--- src/rtl/acc_sched.sv ---
// acc_sched: frame scheduler in front of an integrating accumulator.
//
// Forwards a qualified sample stream to an accumulator and marks integration
// boundaries. After arm, the scheduler waits for a valid sample carrying
// sync_in. It then emits a boundary (acc_done) on the first sample of every
// frame of active_len valid samples. A stop request finishes the current
// frame, then issues one flush boundary with no sample.
//
// Ports:
//   clk, rst       : clock and synchronous active-high reset
//   din, din_valid : input sample stream
//   sync_in        : frame-alignment marker (used only while waiting for sync)
//   arm, stop      : single-cycle start / stop requests
//   cfg_len/cfg_we : integration-length write (takes effect at a frame start)
//   acc_din, acc_din_valid, acc_done, acc_first : registered accumulator feed
//   frame_cnt      : integrations completed since arming
//   busy           : scheduler not idle (registered, one cycle behind state)
//   cfg_err        : pulse for a rejected zero-length write
//   fsm_state      : current FSM state, for debug
//
// Handshake: din is consumed in any cycle where din_valid=1; there is no
// back-pressure. Every output is a register, so the outputs for a sample
// appear exactly one cycle after that sample is presented.
module acc_sched #(
  parameter int DIN_WIDTH   = 16,
  parameter int LEN_WIDTH   = 16,
  parameter int DEFAULT_LEN = 1024
) (
  input  logic                 clk,
  input  logic                 rst,
  input  logic [DIN_WIDTH-1:0] din,
  input  logic                 din_valid,
  input  logic                 sync_in,
  input  logic                 arm,
  input  logic                 stop,
  input  logic [LEN_WIDTH-1:0] cfg_len,
  input  logic                 cfg_we,
  output logic [DIN_WIDTH-1:0] acc_din,
  output logic                 acc_din_valid,
  output logic                 acc_done,
  output logic                 acc_first,
  output logic [31:0]          frame_cnt,
  output logic                 busy,
  output logic                 cfg_err,
  output logic [1:0]           fsm_state
);

  typedef enum logic [1:0] {IDLE = 2'd0, WAIT_SYNC = 2'd1, RUN = 2'd2, FLUSH = 2'd3} state_t;

  localparam logic [LEN_WIDTH-1:0] LEN_ONE = LEN_WIDTH'(1);
  localparam logic [LEN_WIDTH-1:0] LEN_RST = LEN_WIDTH'(DEFAULT_LEN);

  state_t               state, state_nx;
  logic [LEN_WIDTH-1:0] cnt, cnt_nx;
  logic [LEN_WIDTH-1:0] active_len, active_len_nx;
  logic [LEN_WIDTH-1:0] shadow_len;
  logic [LEN_WIDTH-1:0] len_use;
  logic                 stop_pend, stop_pend_nx;
  logic                 valid_nx, done_nx, first_nx;
  logic [31:0]          frame_cnt_nx;
  logic                 boundary, last;

  assign fsm_state = state;

  always_comb begin
    state_nx      = state;
    cnt_nx        = cnt;
    active_len_nx = active_len;
    stop_pend_nx  = stop_pend;
    valid_nx      = 1'b0;
    done_nx       = 1'b0;
    first_nx      = 1'b0;
    frame_cnt_nx  = frame_cnt;
    boundary      = 1'b0;
    len_use       = active_len;
    last          = 1'b0;

    case (state)
      IDLE: begin
        stop_pend_nx = 1'b0;
        if (arm) state_nx = WAIT_SYNC;
      end

      WAIT_SYNC: begin
        if (stop) begin
          state_nx = IDLE;
        end else if (din_valid && sync_in) begin
          // Arming sample: index 0 of the first frame.
          state_nx      = RUN;
          valid_nx      = 1'b1;
          done_nx       = 1'b1;
          first_nx      = 1'b1;
          frame_cnt_nx  = 32'd0;
          active_len_nx = shadow_len;
          cnt_nx        = (shadow_len == LEN_ONE) ? '0 : LEN_ONE;
        end
      end

      RUN: begin
        if (stop) stop_pend_nx = 1'b1;
        if (din_valid) begin
          valid_nx = 1'b1;
          boundary = (cnt == '0);
          // A frame-start sample is counted against the length it loads,
          // so a length-1 frame is both first and last sample.
          len_use  = boundary ? shadow_len : active_len;
          last     = (cnt == len_use - LEN_ONE);
          if (boundary) begin
            done_nx       = 1'b1;
            frame_cnt_nx  = frame_cnt + 32'd1;
            active_len_nx = shadow_len;
          end
          cnt_nx = last ? '0 : cnt + LEN_ONE;
          if (last && (stop || stop_pend)) state_nx = FLUSH;
        end
      end

      FLUSH: begin
        // Boundary with no sample closes the final integration.
        done_nx      = 1'b1;
        frame_cnt_nx = frame_cnt + 32'd1;
        stop_pend_nx = 1'b0;
        cnt_nx       = '0;
        state_nx     = IDLE;
      end

      default: state_nx = IDLE;
    endcase
  end

  always_ff @(posedge clk) begin
    if (rst) begin
      state         <= IDLE;
      cnt           <= '0;
      active_len    <= LEN_RST;
      shadow_len    <= LEN_RST;
      stop_pend     <= 1'b0;
      acc_din       <= '0;
      acc_din_valid <= 1'b0;
      acc_done      <= 1'b0;
      acc_first     <= 1'b0;
      frame_cnt     <= 32'd0;
      busy          <= 1'b0;
      cfg_err       <= 1'b0;
    end else begin
      state         <= state_nx;
      cnt           <= cnt_nx;
      active_len    <= active_len_nx;
      stop_pend     <= stop_pend_nx;
      acc_din       <= din;
      acc_din_valid <= valid_nx;
      acc_done      <= done_nx;
      acc_first     <= first_nx;
      frame_cnt     <= frame_cnt_nx;
      busy          <= (state != IDLE);
      cfg_err       <= cfg_we && (cfg_len == '0);
      if (cfg_we && (cfg_len != '0)) shadow_len <= cfg_len;
    end
  end

endmodule
--- config.mk ---
export PLATFORM = sky130hd
export DESIGN_NAME = acc_sched
export DESIGN_NICKNAME = d
export VERILOG_FILES = /design/src/rtl/acc_sched.sv
export SDC_FILE = /design/constraint.sdc
export NUM_CORES = 1
export LEC_CHECK = 0
export ABC_AREA = 0
export BUFFER_PORTS_ARGS = -buffer_cell sky130_fd_sc_hd__buf_2
export CORE_ASPECT_RATIO = 1.75
export CORE_MARGIN = 2
export CORE_UTILIZATION = 56
export CTS_BUF_LIST = sky130_fd_sc_hd__clkbuf_16
export DETAILED_ROUTE_END_ITERATION = 8
export GPL_TIMING_DRIVEN = 0
export PLACE_DENSITY = 0.79
export SYNTH_ARGS = -nofsm -noshare
export SYNTH_HDL_FRONTEND = slang
export SYNTH_SLANG_ARGS = --single-unit
--- constraint.sdc ---
create_clock -name clk -period 5.11 [get_ports clk]
set_clock_uncertainty 0.15 [all_clocks]
set_input_delay 1.022 -clock clk [delete_from_list [all_inputs] [get_ports clk]]
set_output_delay 1.022 -clock clk [all_outputs]
set_load 0.03 [all_outputs]
==> metrics, run 1 <==
port bufs around 90; pwr dens approximately 320 nW/um^2; Die Area roughly 10000 sq um; Flop pwr share a little over two fifths; Seq/Total Area, Yosys between 30% and 40%; Peak VDD IR 244 uV; Worst path slowest cell mux4_2; Initial DRC Count 196; Worst Hold Slack ~0.32 ns; Crit Path Class flop to flop; Worst R2R Start cnt[0]$_SDFFE_PP0P_; Fillers ~760; crit path cell chain inv_1 > ha_1 > nor4b_4 > nand4_4 > clkbuf_2 > mux2i_1 > ha_1 > nand3_1 > and2_0 > mux4_2 > a2111oi_0 > nand4_1 > o41ai_4 > a21o_2 > buf_6 > nor2_1; Clk pwr share 37.4%; DR DRC count 0; max-cap violations 0; crit end category flop; Root Driver clkbuf_16; FF-to-FF path depth 16; final period utilization between 90% and 100%; die width roughly 77 microns; leak pwr roughly 2.6 nW; Hold Crit Class flop to flop; Synth area leaders dfxtp_1, xnor2_1, nor2_1; Syn Std Cell Area between 5000 and 6000 sq um; Post-synth EDFFs 0; Synth cell types 57; Initial Util between 50% and 60%; Clock Sinks 104; vias in the first global route between 4000 and 5000; asr flop ratio synth 0%; dominant synthesized flop cell dfxtp_1; commonest cells in the netlist dfxtp_1, nor2_1, nand2_1; ANT nets after route 0; Syn. warnings 0; WHS Path Cells 2; placed cell areas between 5000 and 6000 sq um; most common cell in the netlist dfxtp_1; initial antenna violation count 0; core region area ~9000 sq um; reg2reg end cnt[15]$_SDFFE_PP0P_; setup TNS 0 ns; CTS max path bufs 2; syn_nets 660; CTS clock-pin slew for the worst setup and hold paths about 0.07 ns; fmax just over 0.2 GHz; fin crit period between 4 and 5 ns; Final GP Congestion approximately 0.93; outcome finished clean; ANT cells 0; Routed WL between 10000 and 15000 microns; area leader, netlist dfxtp_1; Crit Path Max Fanout 10; Critical Path Source Type flop; Top Family by Delay on Critical Path simple AND/OR/NAND/NOR gates; Worst Path Required between 5 and 6 ns; syn_area_per_cell approximately 8.5 sq um; total CTS buffers 9; Net Sw Power 0.570 mW; relative slew slack 50.1%; total vias in the final route around 4600; CP max stage delay between 0.4 and 0.5 ns; Final Hold Viols 0; layout cell share with drive strength beyond 1 a little under a fifth; Seq cells post-synth ~100; Synth Instances slightly above 600; TritonCTS clock tree built; final setup violation count 0; pin count of the biggest net entering global routing 18; critical path arrival roughly 4.9 ns; drt first pass iters 4; setup repair after global routing missed its margin false; hold path startpoint stop_pend$_SDFFE_PP0P_; GR Util All Layers a little over a quarter; synthesis-to-layout area growth 17.9%; global route total overflow 0; die height roughly 130 microns; fin. max-slew vios 0; cell mode on critical path ha_1; htree depth 3; WL/cell ~15 microns; Skew-Pair Late Insertion Delay roughly 0.35 ns; switching share of power around 29%; hpwl dp between 10000 and 15000 microns; Yosys top cell area share between 30 and 40%; R2R setup slack a little under 0.3 ns; internal power ~1.4 mW; Crit path buffers/inverters 3; final non-filler cell area 6150 sq um; Worst Hold Endpoint stop_pend$_SDFFE_PP0P_; post-layout power roughly 2 mW; worst-margin pin slew around 0.74 ns; DR vias/cell between 5 and 6; first-pass GRT wire length around 21000 microns; num rows 46; combinational share of power 19.1%; Final nets around 760; io pins 94
[placed cells by master, fill, tap and decap left out, types with 4 or more instances in the layout]
| cell type | netlist | final |
|---|---|---|
| dfxtp_1 | 104 | 104 |
| buf_2 | 7 | 98 |
| nor2_1 | 84 | 84 |
| nand2_1 | 64 | 64 |
| xnor2_1 | 38 | 38 |
| mux2i_1 | 29 | 29 |
| a21oi_1 | 29 | 29 |
| xor2_1 | 28 | 28 |
| nand3_1 | 23 | 23 |
| nor2b_1 | 22 | 22 |
| clkbuf_1 | 21 | 21 |
| nor3_1 | 21 | 21 |
| o21ai_0 | 17 | 17 |
| inv_1 | 14 | 16 |
| nor4_1 | 12 | 12 |
| nand4_1 | 12 | 12 |
| or4_1 | 9 | 9 |
| ha_1 | 9 | 9 |
| clkbuf_16 | 0 | 9 |
| and3_1 | 6 | 6 |
| or3_1 | 6 | 6 |
| or2_2 | 5 | 5 |
| and2_1 | 4 | 4 |
| nor3b_1 | 4 | 4 |
[metrics by stage]
step	cells	setup WS, ns	utilization [%]
after global placement	823	0.301	64.4
final	840	0.291	68.1
after global routing	840	0.0517	68.1
after detailed placement	823	0.200	64.4
after floorplan	612	1.18	-
after CTS	839	0.192	68.0
[sequential cells by signal (all words and copies together), names as in the netlist, 16 cells and up, named ones only]
name / flops
frame_cnt: 32
acc_din: 16
active_len: 16
cnt: 16
shadow_len: 16
[how the worst max path moves through the flow]
| stage | cells past startpoint | end | startpoint | slack [ns] |
|---|---|---|---|---|
| after floorplan | 16 | cnt[7]$_SDFFE_PP0P_ | cnt[0]$_SDFFE_PP0P_ | 1.18 |
| after global placement | 16 | cnt[15]$_SDFFE_PP0P_ | cnt[0]$_SDFFE_PP0P_ | 0.30 |
| after detailed placement | 16 | cnt[15]$_SDFFE_PP0P_ | cnt[0]$_SDFFE_PP0P_ | 0.20 |
| after CTS | 16 | cnt[15]$_SDFFE_PP0P_ | cnt[0]$_SDFFE_PP0P_ | 0.19 |
| after global routing | 16 | cnt[7]$_SDFFE_PP0P_ | cnt[0]$_SDFFE_PP0P_ | 0.05 |
| final | 16 | cnt[15]$_SDFFE_PP0P_ | cnt[0]$_SDFFE_PP0P_ | 0.29 |
[metal layers]
metal	part of all wire (%)	GRT usage, %
met5	0	0
met4	6.3	19.6
met3	4.2	3.57
met2	53	48.3
met1	36	26.0
[power by group through the flow]
stage,sequential [mW],combinational (mW),clock [mW]
global route,0.867,0.415,0.782
floorplan,0.894,0.261,0
detailed placement,0.882,0.376,0
CTS,0.863,0.379,0.751
global placement,0.881,0.371,0
finish,0.864,0.381,0.745
[cells by family (layout without fill, tap and decap cells)]
kind of cell | Yosys count | after routing | share of synthesized area, %
AO/OA/AOI/OAI | 67 | 67 | 8.08
XOR/XNOR | 66 | 66 | 11.1
adder cells (fa/ha/maj) | 9 | 9 | 2.16
buffers and inverters | 45 | 153 | 3.62
flip-flops | 104 | 104 | 39.9
multiplexers | 32 | 32 | 6.43
AND/OR/NAND/NOR | 289 | 289 | 28.7
[cell type report]
type,count,area (sq um),area share (%)
multi-input combinational,463,2950,47.9
timing repair buffer,92,463,7.52
tap,120,150,2.44
clock buffer,9,225,3.66
inverter,14,52.6,0.854
buffer,31,138,2.24
clock inverter,7,96.3,1.57
sequential,104,2080,33.8
[tightest hold or removal path, stage by stage, from the launching register on]
cell     delay [ns]
dfxtp_1        0.30
o21ai_0        0.07
a21oi_1        0.06
[what timing repair did]
item / 4_1_cts / 5_1_grt
resized for setup: 0 / 1
endpoints found under the setup margin: 0 / 10
hold buffers: 0 / 0
setup buffers: 0 / 1
Power figures use the tool's default switching activity.
==> run 2: changes to the inputs <==
--- a/config.mk
+++ b/config.mk
@@ -13,7 +13,7 @@
 export CTS_BUF_LIST = sky130_fd_sc_hd__clkbuf_16
 export DETAILED_ROUTE_END_ITERATION = 8
 export GPL_TIMING_DRIVEN = 0
-export PLACE_DENSITY = 0.79
+export PLACE_DENSITY_LB_ADDON = 0.2
 export SYNTH_ARGS = -nofsm -noshare
 export SYNTH_HDL_FRONTEND = slang
 export SYNTH_SLANG_ARGS = --single-unit
==> metrics, run 2 (synthesis gave the netlist of run 1 again) <==
outcome finished clean; crit path cell chain inv_1 > ha_1 > nor4b_4 > nand4_4 > buf_1 > mux2i_1 > ha_1 > nand3_1 > and2_0 > mux4_2 > a2111oi_0 > nand4_1 > o41ai_4 > a21o_2 > buf_6 > nor2_1; final non-filler cell area 6130 sq um; total CTS buffers 9; pin count of the biggest net entering global routing 19; die height 132 microns; Final nets between 700 and 800; port bufs roughly 90; most flop-heavy register frame_cnt; setup TNS 0 ns; commonest non-fill, non-tap cells in the layout dfxtp_1, buf_2, nor2_1; register area around 2100 sq um; CP max stage delay 0.51 ns; post-CTS sizing 0; io pins between 90 and 100; htree depth 3; vias in the first global route 4629; fin crit period 4.79 ns; Peak VDD IR ~230 uV; ANT cells 0; Die Area 10100 sq um; final period utilization between 90% and 100%; total vias in the final route ~4700; global route total overflow 0; Hold Crit Class flop to flop; Clock Sinks between 100 and 150; hpwl dp between 10000 and 15000 microns; Largest register FFs 32; Setup Buffers After CTS 0; final setup violation count 0; critical path arrival slightly below 5 ns; Skew-Pair Late Insertion Delay roughly 0.36 ns; DR DRC count 0; ANT nets after route 0; Final Hold Viols 0; placed cell areas 5820 sq um; hold bufs inserted after CTS 0; fin util around two thirds; Worst path slowest cell o41ai_4; fin. max-slew vios 0; Critical Path Source Type flop; max-cap violations 0; Routed WL roughly 13000 microns; relative slew slack about half; Root Driver clkbuf_16; TritonCTS clock tree built; DR vias/cell 5.55; CTS clock-pin slew for the worst setup and hold paths about 0.070 ns; first-pass GRT wire length between 20000 and 25000 microns; initial antenna violation count 0; die width approximately 77 microns; GR Util All Layers between 20% and 30%; Initial Util ~58%; core region area approximately 9000 sq um; drt first pass iters 5; area of the multi-input gates between 2000 and 3000 sq um; Fillers between 700 and 800; setup repair after global routing missed its margin false; Final GP Congestion 0.904; cell mode on critical path ha_1; num rows 46; commonest non-fill, non-tap cell in the layout dfxtp_1; layout cell share with drive strength beyond 1 a little under a fifth; Crit Path Class flop to flop; WL/cell between 15 and 20 microns; Worst Path Required 5.21 ns; fmax 0.209 GHz; leak pwr about 2.6 nW; Initial DRC Count 182; Crit Path Max Fanout 10; CTS max path bufs 2; worst-margin pin slew 0.766 ns; pwr dens approximately 320 nW/um^2; synthesis-to-layout area growth 17.5%; crit end category flop
-- run 2: area by class of cell --
type | count | share of cell area, %
multi-input cells | 463 | 48.1
flip-flops and latches | 104 | 34.0
repair buffers | 91 | 7.43
clock buffers | 9 | 3.67
well taps | 120 | 2.45
plain buffers | 31 | 2.23
clock inverters | 7 | 1.31
inverters | 14 | 0.857
-- run 2: critical path: cells and delay by family (launching register included) --
kind,cells,cell delay (ns)
mux,2,0.72
fa+ha+maj,2,0.52
buf+inv,3,0.61
simple gates,6,1.27
compound gates,3,1.08
flops,1,0.34
-- run 2: metal layers --
| layer | vias up | global-route usage, % | wire (microns) | share of wire (%) |
|---|---|---|---|---|
| met5 | - | 0 | 0 | 0 |
| met4 | 0 | 15.1 | 625 | 4.8 |
| met3 | 45 | 4.53 | 416 | 3.2 |
| met2 | 110 | 49.0 | 7060 | 55 |
| met1 | 2191 | 26.1 | 4800 | 37 |
| li1 | 2311 | - | - | - |
-- run 2: metrics by stage --
step	setup WS (ns)	cells	total power, mW	hold WS (ns)
3_3_place_gp	0.473	823	1.25	0.309
4_1_cts	0.375	839	1.95	0.327
2_1_floorplan	1.18	612	1.16	0.296
5_1_grt	0.0163	839	2.03	0.362
3_5_place_dp	0.404	823	1.26	0.316
6_report	0.317	839	1.95	0.335
-- run 2: where the power goes --
| part | internal (mW) | switching (mW) | leakage [nW] | total, mW |
|---|---|---|---|---|
| Clock | 0.385 | 0.317 | 0.152 | 0.702 |
| Sequential | 0.836 | 0.0277 | 0.847 | 0.864 |
| Combinational | 0.151 | 0.228 | 1.58 | 0.380 |
| Total | 1.37 | 0.573 | 2.57 | 1.95 |
-- run 2: final timing paths --
check | startpoint | to | slack [ns] | cells past startpoint
setup / recovery | cnt[0]$_SDFFE_PP0P_ | cnt[14]$_SDFFE_PP0P_ | 0.32 | 16
hold / removal | stop_pend$_SDFFE_PP0P_ | stop_pend$_SDFFE_PP0P_ | 0.34 | 2
setup reg to reg | cnt[0]$_SDFFE_PP0P_ | cnt[14]$_SDFFE_PP0P_ | 0.32 | 16
hold reg to reg | stop_pend$_SDFFE_PP0P_ | stop_pend$_SDFFE_PP0P_ | 0.34 | 2
